`src/rtl/seg_pkg.sv`:
```
// Shared constants and the hex-to-seven-segment decode table for the display scan controller.
package seg_pkg;

  localparam logic [6:0] SEG_BLANK = 7'h7F;
  localparam logic [3:0] AN_NONE   = 4'hF;

  typedef logic [1:0] digit_idx_t;

  // Segment order is {g,f,e,d,c,b,a}; a 0 lights the segment.
  function automatic logic [6:0] seg_decode(input logic [3:0] nibble);
    logic [6:0] segs;
    segs = SEG_BLANK;
    case (nibble)
      4'h0: segs = 7'h40;
      4'h1: segs = 7'h79;
      4'h2: segs = 7'h24;
      4'h3: segs = 7'h30;
      4'h4: segs = 7'h19;
      4'h5: segs = 7'h12;
      4'h6: segs = 7'h02;
      4'h7: segs = 7'h78;
      4'h8: segs = 7'h00;
      4'h9: segs = 7'h10;
      4'hA: segs = 7'h08;
      4'hB: segs = 7'h03;
      4'hC: segs = 7'h46;
      4'hD: segs = 7'h21;
      4'hE: segs = 7'h06;
      4'hF: segs = 7'h0E;
      default: segs = SEG_BLANK;
    endcase
    return segs;
  endfunction

endpackage

```
`src/rtl/seg_scan_tick.sv`:
```
// Slot timer and digit index for the display scan; flags the blanking window and frame start.
module seg_scan_tick
  import seg_pkg::*;
#(
  parameter int SLOT         = 25_000,
  parameter int BLANK_CYCLES = 64
) (
  input  logic       clk,
  input  logic       rst_n,
  output digit_idx_t idx,
  output logic       blank,
  output logic       frame_wrap
);

  localparam int CW = (SLOT > 2) ? $clog2(SLOT) : 1;
  localparam logic [CW-1:0] SLOT_LAST = CW'(SLOT - 1);
  localparam logic [CW-1:0] BLANK_END = CW'(BLANK_CYCLES);

  logic [CW-1:0] slot_cnt;

  always_ff @(posedge clk or negedge rst_n) begin
    if (!rst_n) begin
      slot_cnt <= '0;
      idx      <= '0;
    end else if (slot_cnt == SLOT_LAST) begin
      slot_cnt <= '0;
      idx      <= idx + 2'd1;
    end else begin
      slot_cnt <= slot_cnt + CW'(1);
    end
  end

  assign blank      = (slot_cnt < BLANK_END);
  assign frame_wrap = (slot_cnt == '0) && (idx == 2'd0);

endmodule

```
`src/rtl/seg_scan_ctrl.sv`:
```
// Four-digit multiplexed seven-segment scan controller with per-frame input shadowing
// and a dark gap at the start of every digit slot to suppress ghosting.
module seg_scan_ctrl
  import seg_pkg::*;
#(
  parameter int CLK_HZ       = 100_000_000,
  parameter int REFRESH_HZ   = 1_000,
  parameter int BLANK_CYCLES = 64
) (
  input  logic        clk,
  input  logic        rst_n,
  input  logic [15:0] value,
  input  logic [3:0]  dp_in,
  input  logic [3:0]  digit_en,
  output logic [6:0]  seg,
  output logic        dp,
  output logic [3:0]  an,
  output logic        frame_start
);

  localparam int SLOT = CLK_HZ / (4 * REFRESH_HZ);

  if (SLOT < 2) begin : g_bad_slot
    $error("seg_scan_ctrl: SLOT must be at least 2");
  end
  if (BLANK_CYCLES < 1 || BLANK_CYCLES >= SLOT) begin : g_bad_blank
    $error("seg_scan_ctrl: BLANK_CYCLES must be in 1..SLOT-1");
  end

  digit_idx_t  idx;
  logic        blank;
  logic        frame_wrap;

  logic [15:0] shadow_val;
  logic [3:0]  shadow_dp;
  logic [3:0]  shadow_en;

  logic [6:0]  seg_next;
  logic        dp_next;
  logic [3:0]  an_next;

  seg_scan_tick #(
    .SLOT        (SLOT),
    .BLANK_CYCLES(BLANK_CYCLES)
  ) u_tick (
    .clk       (clk),
    .rst_n     (rst_n),
    .idx       (idx),
    .blank     (blank),
    .frame_wrap(frame_wrap)
  );

  // Inputs are sampled once per frame so a display update never tears mid-scan.
  always_ff @(posedge clk or negedge rst_n) begin
    if (!rst_n) begin
      shadow_val  <= '0;
      shadow_dp   <= '0;
      shadow_en   <= '0;
      frame_start <= 1'b0;
    end else begin
      frame_start <= frame_wrap;
      if (frame_wrap) begin
        shadow_val <= value;
        shadow_dp  <= dp_in;
        shadow_en  <= digit_en;
      end
    end
  end

  always_comb begin
    seg_next = SEG_BLANK;
    dp_next  = 1'b1;
    an_next  = AN_NONE;
    if (!blank && shadow_en[idx]) begin
      an_next  = ~(4'b0001 << idx);
      seg_next = seg_decode(shadow_val[{idx, 2'b00} +: 4]);
      dp_next  = ~shadow_dp[idx];
    end
  end

  always_ff @(posedge clk or negedge rst_n) begin
    if (!rst_n) begin
      seg <= SEG_BLANK;
      dp  <= 1'b1;
      an  <= AN_NONE;
    end else begin
      seg <= seg_next;
      dp  <= dp_next;
      an  <= an_next;
    end
  end

endmodule

```
`config.mk`:
```
export PLATFORM = sky130hd
export DESIGN_NAME = seg_scan_ctrl
export DESIGN_NICKNAME = d
export VERILOG_FILES = /design/src/rtl/seg_pkg.sv /design/src/rtl/seg_scan_tick.sv /design/src/rtl/seg_scan_ctrl.sv
export SDC_FILE = /design/constraint.sdc
export NUM_CORES = 1
export LEC_CHECK = 0
export ABC_AREA = 1
export BUFFER_PORTS_ARGS = -buffer_cell sky130_fd_sc_hd__buf_4
export CAP_MARGIN = 20
export CORE_MARGIN = 1.5
export CORE_UTILIZATION = 45
export DETAILED_ROUTE_END_ITERATION = 10
export PLACE_DENSITY = 0.65
export SYNTH_ARGS = -nofsm -noshare
export SYNTH_HDL_FRONTEND = slang
export SYNTH_SLANG_ARGS = --single-unit
```
`constraint.sdc`:
```
create_clock -name clk -period 3 [get_ports clk]
set_input_delay 0.15 -clock clk [delete_from_list [all_inputs] [get_ports clk]]
set_output_delay 0.15 -clock clk [all_outputs]
set_load 0.05 [all_outputs]
```
# Word level (Yosys, flattened, before mapping)
# Memories as Yosys holds them, arrays and structs flattened.
# Index checks and enable logic that the tools add are counted.
# word_totals
register_bits	54
mem_count	1
wordCells	32
in_bits	26
mem_bits_ro	112
# mem_list
memory	words	word_bits	read_ports	rd_clocked_by_memory_dff	wr	line_no	text
(no name shown)	16	7	1	0	0	seg_pkg.sv:13	case (nibble)
# op_classes
n_mux	8
n_addsub	2
order_cmp	2
eq_ne	1
bitwise_logic	2
n_reduce_logical	5
shifts	2
# ops
operator	count
$shiftx A16 B5 Y4	1
$add A15 B1 Y15 const B	1
$eq A15 B15 Y1 const B	1
$logic_not A15 Y1	1
$lt A15 B7 Y1 const B	1
$mux W15	1
$mux W7	1
$bmux W1 S2	2
$mux W4	1
$not A4 Y4	1
$shl A1 B2 Y4 const A	1
$lt A2 B3 Y1 const B	1
$mux W1	3
$add A2 B1 Y2 const B	1
$logic_and A1 B1 Y1	2
$logic_not A2 Y1	1
$logic_not A1 Y1	1
$not A1 Y1	1

# Logic depth before layout (Yosys ltp)
# Gate-level depths: netlist (run 1).
# logic_depth
word_depth	4
mapped_depth	11
ltp_nobuf	10

# Cells and area by module
# From an unflattened synthesis (run 1), not the netlist that was laid out.
# unflattened
cells_unflattened	356
hier_area_um2	2945.3
# by_module_without_submodules
module	area_per_inst_um2	n_inst	cells_each
seg_scan_ctrl	1824.2	1	192
seg_scan_tick	1121.1	1	164

# Worst setup path after synthesis (run 1)
# Ideal clock, no wire load.
# synth_timing
kind	register to register
from	register u_tick.idx[0]
to	register seg[5]
arrival_time_ps	1443
path_stages_with_launch	12
setup_slack_ps	1473
path_buffers	1
required_ps	2915
setup_ps	85
cell_sequence	dfrtp_1 inv_2 buf_6 nand2_1 nand3_1 nand2_1 inv_1 ha_1 nand3_1 nand2_1 nand2_1 nand3_1
# synth_between
elab_chain_cells	4
elab_cells_between_ends	6
# synth_lines
element	line_no	text
start: declaration	seg_scan_tick.sv:10	output digit_idx_t idx,
start signal: assignment	seg_scan_tick.sv:27	idx <= idx + 2'd1;
branches (longest 3 deep; another with $mem_v2 Z16 W7)	n/a	
$mux W7 (*)	seg_scan_ctrl.sv:74	if (!blank && shadow_en[idx]) begin
via seg_next[5]	seg_scan_ctrl.sv:38	logic [6:0] seg_next;
end signal: assignment	seg_scan_ctrl.sv:87	seg <= seg_next;
end: declaration	seg_scan_ctrl.sv:15	output logic [6:0] seg,
# Mark *: on every way through the listed nets, which the timed path passes. The select of a mux whose other input is x is not followed.
# A chain may end at the register's enable or synchronous reset.

# Worst setup path in the final report (run 1)
# layout_timing
from	register u_tick.idx[0]
to	register seg[0]
# The elaborated chain is that of the path after synthesis.

==> results.ini, run 1 <==
[outcome]
outcome = completed

[finish]
areaGrowthSynthToFinish_pct = 16.3
seqCellArea_um2 = 1370
multi_input_area_um2 = 1230
final_cell_mix = 141 x nand2_1, 42 x dfrtp_1, 38 x buf_4, 35 x nor2_1, 33 x nand3_1
n_fill_cell = 580
final_common_cell = nand2_1
final_nets = 429
drive_above_1_share_pct = 18.6
antenna_cells = 0

[setup_path]
worst_ep_arrival_time_ns = 2.27
start_kind = flop
cp-startpoint = u_tick.idx[0]$_DFFE_PN0N_
timing.rr.start = u_tick.idx[0]$_DFFE_PN0N_
required_ns = 3.24
crit_fanout = 16
worst-setup-path-type = flop to flop
end_kind = flop

[synthesis]
ys_seq_area_share_pct = 49.2
syn_nets = 389
yosysWarningCount = 0
ys_types = 25
netlist_area_um2 = 2780
synth_enable_flop_cells = 0
syn_avg_cell_area_um2 = 7.92
async_reset_ff_share_pct = 100
ys.flop_type = dfrtp_1
synth_area_leaders = dfrtp_1 38%, nand2_1 19%, dfstp_2 11%, nand3_1 5.9%, ha_1 5.4%
synth-seq-cells = 54
synth_top_area_share_pct = 37.8
post-synth-top-area-cell = dfrtp_1
syn_inst = 351

[placement]
io_buffers = 38
hpwl_um = 3850
gp_congestion = 0.830

[timing]
rsz0062_at_grt = no
slew_headroom_pct = 56.0
min_period_over_period_pct = 67.6
tightest_slew_ns = 0.660
slew_viol_final = 0
max_freq_mhz = 493
fin_tns_setup_ns = 0
setup_viol = 0
whs_ns = 0.0182
post-route-min-period_ns = 2.03
clock-skew-final_ns = 0.0117
finalHoldViolations = 0

[power]
power_leakage_nw = 1.66
ir_drop_uv = 227
powerDensity_nw_per_um2 = 417

[detailed_routing]
vias = 2271
wl_per_cell_um = 11.4
vias_per_cell = 4.86
ant_nets = 0
drc_errors = 0
wl_um = 5310
drtIter0Drc = 95
drt_pass1_iterations = 4

[floorplan]
io_pins = 39
fp-row-count = 28
core_um2 = 5960
chipWidth_um = 81.6
chipHeight_um = 81.6
dieArea_um2 = 6660
initial_core_util_pct = 46.7

[clock_network]
cts.path.max_buffers = 2
cts_root_buf = clkbuf_8
htreeDepth = 2
cts_tree = done
cts_sinks = 54
cts.reportedPaths.clkPinSlew_ns = 0.10
postCtsSetupBuffers = 0
clock_latency_ns = 0.31
numCtsBuffers = 5

[global_routing]
antenna_found_initial = 0
grt_use_total_pct = 18.1
grt_pass1_wl_um = 9360
gr-total-overflow = 0
grt_max_degree = 55
grt_pass1_vias = 2081

[min_path]
min-delay-start = value[13]
hold_class = input pin to flop

[run]
cap_violations = 0

## cell usage after synthesis (2+ instances only)
master and instances:
a21oi_1 2, buf_2 2, buf_6 3, dfrtp_1 42
dfstp_2 12, ha_1 12, inv_1 27, inv_2 5
nand2_1 141, nand2_2 2, nand2_4 2, nand3_1 33
nand3_2 2, nand4_1 5, nor2_1 35, nor3_1 4
nor3_2 2, o21ai_0 8, xor2_1 6
## stage by stage
stage	setup WS, ns	power (mW)	instance area [µm²]	util, %	std cells
after floorplan	1.47	0.807	2780	-	351
after detailed placement	0.988	0.858	3110	52.2	458
final	0.972	1.35	3230	54.3	467
after global routing	0.699	1.41	3230	54.3	467
after global placement	1.06	0.858	3110	52.2	458
after CTS	0.976	1.37	3230	54.3	467
## report_power, final
group / internal, mW / switching, mW / total (mW)
Clock: 0.253 / 0.250 / 0.503
Combinational: 0.0404 / 0.0486 / 0.0891
Sequential: 0.745 / 0.0104 / 0.755
## cell type report
type | count | area share (%)
Clock buffer | 5 | 2.13
Clock inverter | 3 | 1.47
Inverter | 33 | 3.99
Multi-Input combinational cell | 258 | 38.1
Sequential cell | 54 | 42.3
Tap cell | 75 | 2.90
Timing Repair Buffer | 39 | 9.13
## path summary, 6_finish.rpt
kind,end,slack (ns),depth (start not counted)
max,seg[0]$_DFF_PN1_,0.97,10
min,shadow_val[13]$_DFFE_PN0P_,0.02,3
max reg2reg,seg[0]$_DFF_PN1_,0.97,10
min reg2reg,shadow_val[9]$_DFFE_PN0P_,0.49,2
max in group asynchronous,shadow_val[10]$_DFFE_PN0P_,2.16,2
min in group asynchronous,u_tick.idx[1]$_DFFE_PN0N_,0.40,2
## registers in the layout, summed over array words and instances (netlist names)
name / flops
shadow_val: 16
u_tick.slot_cnt: 15
seg: 7
an: 4
shadow_dp: 4
shadow_en: 4
u_tick.idx: 2
dp: 1
frame_start: 1
## per-layer routing
metal / global-route usage [%] / share of wire [%] / vias up / wire length (µm)
met5: 0 / 0 / - / 0
met4: 6.10 / 0.62 / 0 / 33
met3: 3.89 / 4.3 / 2 / 230
met2: 27.5 / 43 / 48 / 2260
met1: 25.8 / 52 / 1054 / 2790
li1: - / - / 1167 / -
## kinds of logic after synthesis
family	synth area share, %
AOI/OAI and AO/OA	2.30
xor gates and xnor gates	1.89
adders and majority gates	5.40
buffers and inverters	6.48
DFF	49.2
and+or+nand+nor	34.8
## critical path, stage by stage (launching register included)
cell and delay (ns):
dfrtp_1 0.66, inv_2 0.23, nand2_1 0.11, nand3_1 0.07
nand2_1 0.21, inv_1 0.12, ha_1 0.24, inv_1 0.08
nand2_1 0.08, nand3_1 0.08, nand3_1 0.08
## repair_timing
item,in CTS,in global routing
hold buffers,1,0
gates resized for setup,0,0
hold endpoints to repair,42,0
No activity file was read; power rests on OpenSTA's default activity.
==> run 2, diff against run 1 <==
--- a/config.mk
+++ b/config.mk
@@ -5,13 +5,13 @@
 export SDC_FILE = /design/constraint.sdc
 export NUM_CORES = 1
 export LEC_CHECK = 0
-export ABC_AREA = 1
+export ABC_AREA = 0
 export BUFFER_PORTS_ARGS = -buffer_cell sky130_fd_sc_hd__buf_4
 export CAP_MARGIN = 20
 export CORE_MARGIN = 1.5
 export CORE_UTILIZATION = 45
 export DETAILED_ROUTE_END_ITERATION = 10
-export PLACE_DENSITY = 0.65
+export PLACE_DENSITY = 0.68
 export SYNTH_ARGS = -nofsm -noshare
 export SYNTH_HDL_FRONTEND = slang
 export SYNTH_SLANG_ARGS = --single-unit
==> constraint.sdc (replaced) <==
create_clock -name clk -period 1.7 [get_ports clk]
set_input_delay 0.085 -clock clk [delete_from_list [all_inputs] [get_ports clk]]
set_output_delay 0.085 -clock clk [all_outputs]
set_load 0.05 [all_outputs]
==> results.ini, run 2 <==
[outcome]
outcome = finished with violations
failed_checks = setup timing

[finish]
final_common_cell = buf_4
drive_above_1_share_pct = 48.0  ; +29 points
final_nets = 333  ; -22%
largest_reg_flops = 16  ; unchanged
final_cells = 371  ; -21%
reg_top3 = shadow_val: 16 flops, u_tick.slot_cnt: 15 flops, seg: 7 flops
final_cell_mix = 67 x buf_4, 41 x dfrtp_1, 25 x mux2_4, 19 x dlygate4sd3_1, 14 x nor2_1
regMostFlops = shadow_val
n_fill_cell = 470  ; -19%
antenna_cells = 0  ; unchanged
final_area_um2 = 3690  ; +14%
areaGrowthSynthToFinish_pct = 35.7

[timing]
slew_headroom_pct = 55.8  ; -0.13 points
tightest_slew_ns = 0.662  ; +0.00195 ns
rsz0062_at_grt = yes
finalWorstSetupSlack_ns = -0.358  ; -1.33 ns
max_freq_mhz = 486  ; -1.4%
slew_viol_final = 0  ; unchanged
finalHoldViolations = 0  ; unchanged
post-route-min-period_ns = 2.06  ; +0.0298 ns
clock-skew-final_ns = 0.0181  ; +0.00639 ns
min_period_over_period_pct = 121  ; +53 points
setup_viol = 47  ; +47

[placement]
gp_congestion = 0.818  ; -1.5%
dpl_cell_area_um2 = 3310  ; +6.5%
io_buffers = 38  ; unchanged
hpwl_um = 3720  ; -3.3%
dp_cells = 341  ; -26%

[setup_path]
worst-setup-path-type = flop to flop
worst_ep_arrival_time_ns = 2.25  ; -0.02 ns
start_kind = flop
end_kind = flop
required_ns = 1.90  ; -1.34 ns
crit_fanout = 7  ; -9

[synthesis]
synth_enable_flop_cells = 0  ; unchanged
synth-seq-cells = 54  ; unchanged
yosysMostFrequentCell = dfrtp_1
async_reset_ff_share_pct = 100  ; unchanged
synth_top_area_share_pct = 38.6  ; +0.78 points
synth_area_leaders = dfrtp_1 39%, dfstp_2 12%, mux2_4 10%, mux4_2 5.8%, ha_1 5.5%
yosysWarningCount = 0  ; unchanged
syn_nets = 241  ; -38%
ys_types = 37  ; +48%
ys.flop_type = dfrtp_1
netlist_area_um2 = 2720  ; -2.0%
ys_seq_area_share_pct = 50.2  ; +1.0 points
synthTopCellsByCount = 42 x dfrtp_1, 19 x mux2_4, 14 x nor2_1
syn_inst = 203  ; -42%
syn_avg_cell_area_um2 = 13.4  ; +69%
post-synth-top-area-cell = dfrtp_1

[detailed_routing]
drtIter0Drc = 67  ; -29%
wl_um = 5350  ; +0.81%
wl_per_cell_um = 14.4  ; +27%
vias_per_cell = 5.06  ; +4.0%
drc_errors = 0  ; unchanged
vias = 1876  ; -17%
ant_nets = 0  ; unchanged
drt_pass1_iterations = 7  ; +3

[global_routing]
antenna_found_initial = 0  ; unchanged
grt_use_total_pct = 17.6  ; -0.49 points
grt_max_degree = 55  ; unchanged
gr-total-overflow = 0  ; unchanged
grt_pass1_wl_um = 8630  ; -7.8%
grt_pass1_vias = 1852  ; -11%

[clock_network]
cts.path.max_buffers = 2  ; unchanged
cts_root_buf = clkbuf_8
htreeDepth = 2  ; unchanged
clock_latency_ns = 0.31  ; about the same
cts_sinks = 54  ; unchanged
numCtsBuffers = 5  ; unchanged
cts_tree = done
cts.reportedPaths.clkPinSlew_ns = 0.09  ; about the same

[floorplan]
chipWidth_um = 80.8  ; -0.98%
fp-row-count = 28  ; unchanged
io_pins = 39  ; unchanged
core_um2 = 5890  ; -1.2%
chipHeight_um = 80.8  ; -0.98%
initial_core_util_pct = 46.3  ; -0.40 points
dieArea_um2 = 6530  ; -2.0%

[power]
powerDensity_nw_per_um2 = 637  ; +53%
ir_drop_uv = 400  ; +76%
power_mw = 2.35  ; +75%
power_leakage_nw = 1.66  ; -0.13%

[run]
cap_violations = 0  ; unchanged

[min_path]
hold_class = input pin to flop

run 2: through the flow:
step | worst slack [ns] | TNS, ns | utilization [%] | hold WS (ns)
2_1_floorplan | -0.342 | -8.54 | - | -0.211
5_1_grt | -0.403 | -12.68 | 62.8 | 0.000991
4_1_cts | -0.363 | -9.12 | 60.3 | 0.000177
6_report | -0.358 | -10.19 | 62.8 | 0.0108
3_3_place_gp | -0.338 | -7.90 | 56.2 | 0.167
3_5_place_dp | -0.367 | -8.90 | 56.2 | 0.167
run 2: per-layer routing:
metal  vias up  wire (µm)  track usage (%)
li1        903          -                -
met1       924       2420             23.0
met2        39       2670             29.4
met3        10        184             4.16
met4         0         80             5.17
met5         -          0                0
run 2: worst max-delay path, cell delays in order (launching register included):
cell and delay (ns):
dfrtp_1 0.38, or4_1 0.53, or3_4 0.42, nor2_8 0.15, clkbuf_16 0.18, mux2_4 0.29
run 2: final timing paths:
| check | from | end | slack (ns) | depth (start not counted) |
|---|---|---|---|---|
| hold / removal | dp_in[1] | shadow_dp[1]$_DFFE_PN0P_ | 0.01 | 2 |
| hold reg to reg | shadow_en[1]$_DFFE_PN0P_ | shadow_en[1]$_DFFE_PN0P_ | 0.52 | 1 |
| setup reg to reg | u_tick.slot_cnt[14]$_DFF_PN0_ | shadow_val[7]$_DFFE_PN0P_ | -0.36 | 5 |
| setup / recovery | u_tick.slot_cnt[14]$_DFF_PN0_ | shadow_val[7]$_DFFE_PN0P_ | -0.36 | 5 |
| max in group asynchronous | rst_n | u_tick.idx[0]$_DFFE_PN0N_ | 0.91 | 2 |
| min in group asynchronous | rst_n | u_tick.idx[0]$_DFFE_PN0N_ | 0.33 | 2 |
run 2: kinds of logic (layout without fill, tap and decap cells):
family	after synthesis	count (layout)	share of synthesized area, %
xor+xnor	18	18	5.79
mux	36	36	20.3
compound gates	10	10	2.57
flops	54	54	50.2
simple gates	58	59	12.3
buf+inv	15	107	3.35
fa+ha+maj	12	12	5.51
run 2: where the power goes:
part / internal, mW / total, mW / switching [mW]
clock network: 0.374 / 0.788 / 0.414
registers: 1.31 / 1.34 / 0.0247
logic: 0.140 / 0.226 / 0.0858
run 2: area by class of cell:
type	count	area, µm²	share of cell area, %
clock buffers	7	96.3	2.61
clock inverters	1	8.76	0.237
inverters	8	30.0	0.813
multi-input cells	135	1320	35.6
flip-flops and latches	54	1370	37.0
well taps	75	93.8	2.54
repair buffers	91	781	21.1
run 2: timing repair:
action | 4_1_cts | 5_1_grt
gates resized for setup | 8 | 12
endpoints found under the setup margin | 38 | 41
setup buffers | 0 | 2
endpoints found under the hold margin | 52 | 8
hold buffers | 11 | 8
cloned | 0 | 2
pin swaps | 0 | 2
==> run 3, diff against run 2 <==
--- a/config.mk
+++ b/config.mk
@@ -6,12 +6,13 @@
 export NUM_CORES = 1
 export LEC_CHECK = 0
 export ABC_AREA = 0
+export ABC_CLOCK_PERIOD_IN_PS = 2200
 export BUFFER_PORTS_ARGS = -buffer_cell sky130_fd_sc_hd__buf_4
 export CAP_MARGIN = 20
 export CORE_MARGIN = 1.5
 export CORE_UTILIZATION = 45
 export DETAILED_ROUTE_END_ITERATION = 10
-export PLACE_DENSITY = 0.68
+export PLACE_DENSITY = 0.65
 export SYNTH_ARGS = -nofsm -noshare
 export SYNTH_HDL_FRONTEND = slang
 export SYNTH_SLANG_ARGS = --single-unit
==> constraint.sdc (replaced) <==
create_clock -name clk -period 2.2 [get_ports clk]
set_input_delay 0.66 -clock clk [delete_from_list [all_inputs] [get_ports clk]]
set_output_delay 0.66 -clock clk [all_outputs]
set_load 0.05 [all_outputs]
==> results.ini, run 3 (same netlist as run 2, synthesis figures left out) <==
[outcome]
outcome = completed

[timing]
whs_ns = 0.373  ; +0.362 ns
max_freq_mhz = 468  ; -3.7%
post-route-min-period_ns = 2.14  ; +0.0791 ns
min_period_over_period_pct = 97.1  ; -24 points
slew_viol_final = 0  ; unchanged
slew_headroom_pct = 56.1  ; +0.28 points
clock-skew-final_ns = 0.00441  ; -0.0137 ns
finalHoldViolations = 0  ; unchanged
setup_viol = 0  ; -100%
tightest_slew_ns = 0.658  ; -0.00413 ns
rsz0062_at_grt = no
fin_tns_setup_ns = 0  ; +10.19 ns

[power]
ir_drop_uv = 377  ; -5.7%
powerDensity_nw_per_um2 = 525  ; -18%
power_leakage_nw = 1.43  ; -14%

[finish]
multi_input_area_um2 = 1260  ; -3.9%
drive_above_1_share_pct = 41.9  ; -6.1 points
seqCellArea_um2 = 1370  ; about the same
areaGrowthSynthToFinish_pct = 18.6
n_fill_cell = 510  ; +8.5%
reg_top3 = shadow_val: 16 flops, u_tick.slot_cnt: 15 flops, seg: 7 flops
final_common_cell = buf_4
regMostFlops = shadow_val
final_nets = 290  ; -13%
largest_reg_flops = 16  ; unchanged
final_cells = 328  ; -12%
final_cell_mix = 47 x buf_4, 42 x dfrtp_1, 19 x mux2_4, 14 x nor2_1
fin_util_pct = 54.8  ; -7.9 points
antenna_cells = 0  ; unchanged

[global_routing]
gr-total-overflow = 0  ; unchanged
grt_pass1_vias = 1691  ; -8.7%
grt_use_total_pct = 16.4  ; -1.3 points
antenna_found_initial = 0  ; unchanged
grt_pass1_wl_um = 8010  ; -7.1%
grt_max_degree = 55  ; unchanged

[placement]
dp_cells = 320  ; -6.2%
gp_congestion = 0.831  ; +1.7%
hpwl_um = 3400  ; -8.6%
io_buffers = 38  ; unchanged

[detailed_routing]
vias_per_cell = 5.04  ; -0.40%
drtIter0Drc = 93  ; +39%
drt_pass1_iterations = 5  ; -2
wl_per_cell_um = 14.2  ; -1.7%
ant_nets = 0  ; unchanged
drc_errors = 0  ; unchanged
vias = 1652  ; -12%
wl_um = 4650  ; -13%

[floorplan]
initial_core_util_pct = 46.3  ; unchanged
chipWidth_um = 80.8  ; unchanged
core_um2 = 5890  ; unchanged
chipHeight_um = 80.8  ; unchanged
fp-row-count = 28  ; unchanged
io_pins = 39  ; unchanged
dieArea_um2 = 6530  ; unchanged

[clock_network]
clock_latency_ns = 0.31  ; about the same
numCtsBuffers = 5  ; unchanged
htreeDepth = 2  ; unchanged
postCtsSetupBuffers = 0  ; unchanged
cts_tree = done
cts.hold.buffers_added = 0  ; -11
cts_root_buf = clkbuf_8
cts.reportedPaths.clkPinSlew_ns = 0.09  ; about the same
ctsResizeCount = 0  ; -8
cts.path.max_buffers = 2  ; unchanged
cts_sinks = 54  ; unchanged

[min_path]
hold_class = input pin to async pin

[setup_path]
crit_fanout = 12  ; +5
required_ns = 2.40  ; +0.50 ns
end_kind = flop
start_kind = flop
worst-setup-path-type = flop to flop
worst_ep_arrival_time_ns = 2.34  ; +0.09 ns

[run]
cap_violations = 0  ; unchanged

-- run 3: report_power, final --
| group | switching (mW) | internal, mW | leakage (nW) |
|---|---|---|---|
| Sequential | 0.0172 | 1.02 | 0.643 |
| Combinational | 0.0545 | 0.0771 | 0.747 |
| Clock | 0.303 | 0.227 | 0.0395 |
| Total | 0.375 | 1.32 | 1.43 |
-- run 3: path summary, 6_finish.rpt --
check	startpoint	end	slack [ns]	cells past startpoint
max in group asynchronous	rst_n	u_tick.slot_cnt[4]$_DFF_PN0_	1.38	1
min in group clk	u_tick.slot_cnt[12]$_DFF_PN0_	u_tick.slot_cnt[12]$_DFF_PN0_	0.51	1
setup reg to reg	u_tick.slot_cnt[9]$_DFF_PN0_	shadow_dp[0]$_DFFE_PN0P_	0.06	5
hold reg to reg	u_tick.slot_cnt[12]$_DFF_PN0_	u_tick.slot_cnt[12]$_DFF_PN0_	0.51	1
setup / recovery	u_tick.slot_cnt[9]$_DFF_PN0_	shadow_dp[0]$_DFFE_PN0P_	0.06	5
hold / removal	rst_n	frame_start$_DFF_PN0_	0.37	1
-- run 3: layer usage --
| metal | vias up | wire (µm) | global-route usage, % |
|---|---|---|---|
| met4 | 0 | 82 | 5.69 |
| li1 | 813 | - | - |
| met5 | - | 0 | 0 |
| met1 | 803 | 2300 | 23.2 |
| met2 | 30 | 2080 | 24.7 |
| met3 | 6 | 185 | 3.93 |
-- run 3: area by class of cell --
type	instances	share of cell area [%]
clock buffers	8	2.48
inverters	8	0.930
repair buffers	49	12.2
flip-flops and latches	54	42.3
well taps	75	2.91
multi-input cells	134	39.2
-- run 3: per-stage QoR --
step | total power [mW] | setup WS (ns) | area (µm²)
detailed placement | 1.19 | 0.0723 | 3150
global placement | 1.18 | 0.0960 | 3150
floorplan | 1.12 | 0.0614 | 2720
CTS | 1.72 | 0.0564 | 3230
finish | 1.69 | 0.0631 | 3230
global route | 1.77 | 0.0126 | 3230
-- run 3: critical path, stage by stage (launching register included) --
cell and delay, ns:
dfrtp_1 0.39, or4_4 0.55, or3_4 0.42, nor2_8 0.17
buf_12 0.16, mux2_2 0.33
